===== config.mk =====
export PLATFORM = sky130hd
export DESIGN_NAME = lif_spike_monitor
export DESIGN_NICKNAME = d
export VERILOG_FILES = /design/src/rtl/lif_pkg.sv /design/src/rtl/lif_isi_fifo.sv /design/src/rtl/lif_spike_monitor.sv
export SDC_FILE = /design/constraint.sdc
export NUM_CORES = 1
export LEC_CHECK = 0
export CAP_MARGIN = 10
export CORE_MARGIN = 4
export CORE_UTILIZATION = 30
export DETAILED_ROUTE_END_ITERATION = 10
export SLEW_MARGIN = 30
export SYNTH_ARGS = -nofsm -noshare
export SYNTH_HDL_FRONTEND = slang
export SYNTH_SLANG_ARGS = --single-unit

===== constraint.sdc =====
create_clock -name clk -period 13.4 [get_ports clk]
set_clock_uncertainty 0.15 [all_clocks]
set_input_delay 2.68 -clock clk [delete_from_list [all_inputs] [get_ports clk]]
set_output_delay 2.68 -clock clk [all_outputs]
set_load 0.02 [all_outputs]

===== src/rtl/lif_pkg.sv =====
// Shared constants for the RC LIF neuron and its spike monitor.
// Neuron and monitor both import this package so they agree on widths and the threshold.
package lif_pkg;
  localparam int ISI_W_DEF      = 16;
  localparam int CNT_W_DEF      = 16;
  localparam int VMEM_W         = 16;
  localparam int WINDOW_DEF     = 1000;
  localparam int FIFO_DEPTH_DEF = 8;
  localparam int VTH            = 50;

  function automatic int ptr_w(input int depth);
    return (depth <= 2) ? 1 : $clog2(depth);
  endfunction
endpackage


===== src/rtl/lif_isi_fifo.sv =====
// First-word-fall-through FIFO for ISI values.
// A push into a full FIFO succeeds only when a pop frees a slot in the same cycle.
module lif_isi_fifo
  import lif_pkg::*;
#(
  parameter int W     = ISI_W_DEF,
  parameter int DEPTH = FIFO_DEPTH_DEF
) (
  input  logic                  clk,
  input  logic                  reset,
  input  logic                  push,
  input  logic [W-1:0]          push_data,
  input  logic                  pop,
  output logic [W-1:0]          head,
  output logic [ptr_w(DEPTH):0] count,
  output logic                  full,
  output logic                  empty
);
  localparam int PW = ptr_w(DEPTH);

  logic [W-1:0]  mem [DEPTH];
  logic [PW-1:0] rd_ptr;
  logic [PW-1:0] wr_ptr;
  logic          do_push;
  logic          do_pop;

  assign empty   = (count == '0);
  assign full    = (count == (PW+1)'(DEPTH));
  assign do_pop  = pop & ~empty;
  assign do_push = push & (~full | do_pop);
  assign head    = mem[rd_ptr];

  always_ff @(posedge clk or posedge reset) begin
    if (reset) begin
      for (int i = 0; i < DEPTH; i++) mem[i] <= '0;
      rd_ptr <= '0;
      wr_ptr <= '0;
      count  <= '0;
    end else begin
      if (do_push) begin
        mem[wr_ptr] <= push_data;
        wr_ptr      <= wr_ptr + 1'b1;
      end
      if (do_pop) rd_ptr <= rd_ptr + 1'b1;
      case ({do_push, do_pop})
        2'b10:   count <= count + 1'b1;
        2'b01:   count <= count - 1'b1;
        default: ;
      endcase
    end
  end
endmodule


===== src/rtl/lif_spike_monitor.sv =====
// Spike monitor: measures inter-spike intervals into a FIFO and reports
// the spike count of each fixed-length window.
module lif_spike_monitor
  import lif_pkg::*;
#(
  parameter int ISI_W      = ISI_W_DEF,
  parameter int CNT_W      = CNT_W_DEF,
  parameter int WINDOW     = WINDOW_DEF,
  parameter int FIFO_DEPTH = FIFO_DEPTH_DEF
) (
  input  logic                       clk,
  input  logic                       reset,
  input  logic                       enable,
  input  logic [VMEM_W-1:0]          V_out,
  input  logic                       clear_ovf,
  input  logic                       isi_ready,
  output logic                       isi_valid,
  output logic [ISI_W-1:0]           isi_data,
  output logic [ptr_w(FIFO_DEPTH):0] fifo_count,
  output logic                       overflow,
  output logic [CNT_W-1:0]           spike_rate,
  output logic                       rate_valid
);
  localparam int                WIN_W    = ptr_w(WINDOW);
  localparam logic [WIN_W-1:0]  WIN_LAST = WIN_W'(WINDOW - 1);
  localparam logic [ISI_W-1:0]  ISI_MAX  = '1;
  localparam logic [CNT_W-1:0]  CNT_MAX  = '1;

  logic             prev;
  logic             armed;
  logic [ISI_W-1:0] isi_cnt;
  logic [WIN_W-1:0] win_cnt;
  logic [CNT_W-1:0] spk_cnt;
  logic [CNT_W-1:0] spk_next;
  logic             evt;
  logic             push;
  logic             drop;
  logic             full;
  logic             empty;
  logic             unused_vout_bits;

  assign unused_vout_bits = ^V_out[VMEM_W-1:1];

  assign evt       = enable & V_out[0] & ~prev;
  assign push      = evt & armed;
  assign isi_valid = ~empty;
  // A full FIFO only accepts the new ISI if the consumer frees the head this cycle.
  assign drop      = push & full & ~isi_ready;
  assign spk_next  = (evt && spk_cnt != CNT_MAX) ? spk_cnt + 1'b1 : spk_cnt;

  lif_isi_fifo #(
    .W     (ISI_W),
    .DEPTH (FIFO_DEPTH)
  ) u_fifo (
    .clk       (clk),
    .reset     (reset),
    .push      (push),
    .push_data (isi_cnt),
    .pop       (isi_ready),
    .head      (isi_data),
    .count     (fifo_count),
    .full      (full),
    .empty     (empty)
  );

  always_ff @(posedge clk or posedge reset) begin
    if (reset) begin
      prev       <= 1'b0;
      armed      <= 1'b0;
      isi_cnt    <= '0;
      win_cnt    <= '0;
      spk_cnt    <= '0;
      spike_rate <= '0;
      rate_valid <= 1'b0;
      overflow   <= 1'b0;
    end else begin
      prev       <= V_out[0];
      rate_valid <= 1'b0;
      if (!enable) begin
        armed   <= 1'b0;
        isi_cnt <= '0;
        win_cnt <= '0;
        spk_cnt <= '0;
      end else begin
        if (evt) begin
          armed   <= 1'b1;
          isi_cnt <= ISI_W'(1);
        end else if (armed && isi_cnt != ISI_MAX) begin
          isi_cnt <= isi_cnt + 1'b1;
        end
        if (win_cnt == WIN_LAST) begin
          spike_rate <= spk_next;
          rate_valid <= 1'b1;
          win_cnt    <= '0;
          spk_cnt    <= '0;
        end else begin
          win_cnt <= win_cnt + 1'b1;
          spk_cnt <= spk_next;
        end
      end
      if (drop)           overflow <= 1'b1;
      else if (clear_ovf) overflow <= 1'b0;
    end
  end
endmodule

==> summary.md <==
| Metric | Value |
|---|---|
| Critical path class | `reg -> out` |
| Post-synthesis mux area share | `25.4%` |
| Gpl congestion | `0.747` |
| Worst Hold Path EP | `win_cnt[0]` |
| Setup violations, final | `0` |
| Final min period | `5.79 ns` |
| Most common cell after layout, fill and taps aside | `dfrtp_1` |
| Synth Register Bits | `200` |
| Final non-filler cell area | `0.0108 mm2` |
| FF-to-FF setup slack | `10.75 ns` |
| Hold_buf cts | `0` |
| Worst VDD drop | `0.000124 V` |
| H-tree depth | `4` |
| Hold_sp | `win_cnt[0]` |
| Final worst-path cycle share | `43.2%` |
| Core area | `0.0308 mm2` |
| DR iter-0 viols | `259` |
| Largest net degree at the start of global routing | `98` |
| DP HPWL | `12,100 um` |
| Cell count after synthesis | `722` |
| Clock Latency Late Sink | `0.43 ns` |
| ANT cells | `0` |
| CP max FO | `20` |
| Maximum Capacitance Violations | `0` |
| Die area | `0.0343 mm2` |
| Measured slew at the worst slew-check pin | `0.852 ns` |
| GR Overflow Total | `0` |
| Vias | `5,811` |
| YS warnings | `0` |
| Reg2reg path depth | `5` |
| # IOs | `60` |
| Post-synthesis sequential area ratio | `53.1%` |
| Lkg Pwr | `0.00478 uW` |
| Hold Crit Depth | `1` |
| Syn-to-layout area delta | `14.7%` |
| Die height | `185 um` |
| CP max-delay cell | `dfrtp_1` |
| Post-synth EDFFs | `0` |
| Crit path capture type | `primary output` |
| Worst hold path type | `reg -> reg` |
| Wirelength per Cell | `17.3 um` |
| CTS tree | `done` |
| Fmax | `173 MHz` |
| Async SR Flop Fraction | `100%` |
| Crit path arrival time | `2.96 ns` |
| # port buffers | `44` |
| Slew Limit Fails | `0` |
| Site Rows | `64` |
| Post-DP Area | `0.0102 mm2` |
| DR pass1 iterations | `4` |
| Synth Area in Compound Gates | `5.92%` |
| CP Launch Type | `register` |
| Routed Antenna Nets | `0` |
| Setup Fix Bufs, Post-CTS | `0` |
| Xor and xnor fraction of the mapped netlist area | `1.49%` |
| Share of layout cells above drive strength 1 | `31.8%` |
| Initial antenna violation count | `0` |
| DR DRC count | `0` |
| Capturing point of the worst reg2reg path | `u_fifo.mem[41]` |
| Avg Cell Area, Syn | `13.1 um2` |
| Mapped cell area | `0.00943 mm2` |
| Largest family of logic cells by synthesized area | `multiplexers` |
| Reg-to-reg startpoint | `armed` |
| Max clock buf depth | `2` |
| Final TNS setup | `0 ns` |
| Die Wd | `185 um` |
| Final hold violations | `0` |
| Syn nets | `751` |
| Clock-pin slew on the worst setup and hold paths | `0.07 ns` |
| First-pass GRT wire length | `32,700 um` |
| Vias per Instance | `5.08` |
| Final WL | `19,800 um` |
| Prevailing post-synth register cell | `dfrtp_1` |
| Layout net count | `765` |
| Post-Synth Adder-Cell Area | `1.06%` |
| Fillers | `2,956` |
| Power per standard cell area | `128 mW/mm2` |
| CTS Buf Count | `17` |
| Critical Path RT | `10.57 ns` |
| Crit-path max cell delay | `0.86 ns` |
| Vias in the first global route | `5,840` |
| Max-slew headroom | `43.2%` |
| PostCTS Resize Cnt | `0` |
| Effective utilization at floorplan | `30.6%` |
| CTS sink count | `200` |
| Status | `finished, final reports clean` |
| CTS Root Cell | `clkbuf_16` |
| Critical-path cell list | `buf_4, mux4_2, mux2_2, clkdlybuf4s50_1` |
| RSZ-0062 raised after global routing | `no` |
| Most frequent cells in the layout | `198 x dfrtp_1, 147 x mux2_2, 44 x clkdlybuf4s50_1, 35 x nand2_1, 32 x mux4_2` |
| Tot GR Track Use | `12.0%` |
| Synth Area in Simple Gates | `10.0%` |
| Post-synth cell types | `56` |
## state kept, by name, summed over array words and instances (netlist names)
name / flops
spk_cnt: 16
prev: 1
u_fifo.wr_ptr: 3
u_fifo.rd_ptr: 3
u_fifo.count: 4
overflow: 1
spike_rate: 16
isi_cnt: 16
armed: 1
u_fifo.mem: 128
win_cnt: 10
rate_valid: 1
## worst max-delay path: cells and delay by family (launching register included)
kind     cells  cell delay [ns]
buf+inv      2             1.00
flops        1             0.86
mux          2             0.66
## kinds of logic after synthesis
kind of cell	Yosys count
flip-flops	200
multiplexers	181
AND/OR/NAND/NOR	160
AO/OA/AOI/OAI	89
buffers and inverters	68
XOR/XNOR	16
adder cells (fa/ha/maj)	8
## cells in the mapped netlist (4+ instances only)
cell	number	area share [%]
a2111o_1	4	0.48
a211oi_1	4	0.32
a21oi_1	27	1.4
a31oi_1	11	0.73
and4_1	4	0.37
buf_1	6	0.24
buf_2	15	0.80
clkbuf_1	33	1.3
dfrtp_1	200	53
ha_1	8	1.1
inv_1	10	0.40
mux2_2	147	18
mux4_2	32	7.6
nand2_1	35	1.4
nand3_1	17	0.90
nand4_1	14	0.93
nor2_1	27	1.1
nor3_1	9	0.48
o21ai_0	19	1.0
o31ai_1	16	1.3
or3_1	7	0.46
or4_1	12	0.96
xnor2_1	9	0.84
xor2_1	7	0.65
## area by class of cell
| class | count | area (um2) | share of cell area [%] |
|---|---|---|---|
| flip-flops and latches | 200 | 5010 | 46.3 |
| clock buffers | 18 | 429 | 3.97 |
| clock inverters | 14 | 173 | 1.60 |
| well taps | 396 | 495 | 4.58 |
| repair buffers | 52 | 500 | 4.63 |
| multi-input cells | 454 | 4160 | 38.4 |
| inverters | 11 | 48.8 | 0.451 |
## layer usage
metal  track usage, %  vias up  wire length (um)
met2             19.6       65              9780
met4             3.02        0               171
met3             2.06        7               456
met5                0        -                 0
met1             16.7     3019              9350
li1                 -     2720                 -
## metrics by stage
step | std cells | setup slack, ns | power (uW) | utilization [%] | hold slack [ns]
3_3_place_gp | 1113 | 7.65 | 891 | 33.1 | 0.300
4_1_cts | 1145 | 7.52 | 1420 | 35.1 | 0.312
3_5_place_dp | 1113 | 7.78 | 894 | 33.1 | 0.302
5_1_grt | 1145 | 7.45 | 1460 | 35.1 | 0.351
2_1_floorplan | 722 | 5.12 | 827 | - | 0.283
6_report | 1145 | 7.61 | 1390 | 35.1 | 0.309
## worst max-delay path by stage
| stage | startpoint | end | slack (ns) | depth (start not counted) |
|---|---|---|---|---|
| finish | u_fifo.rd_ptr[1] | isi_data[12] | 7.61 | 4 |
| global route | u_fifo.rd_ptr[1] | isi_data[12] | 7.45 | 4 |
| CTS | u_fifo.rd_ptr[1] | isi_data[12] | 7.52 | 4 |
| detailed placement | enable | u_fifo.mem[66] | 7.78 | 6 |
| global placement | enable | u_fifo.mem[18] | 7.65 | 6 |
| floorplan | reset | armed | 5.12 | 1 |
## where the power goes
group	total [uW]	switching [uW]	leakage, uW	internal (uW)
logic	195	97.3	0.00173	97.6
clock network	515	261	0.000289	254
registers	677	54.0	0.00276	623
No activity file was read; power rests on OpenSTA's default activity.
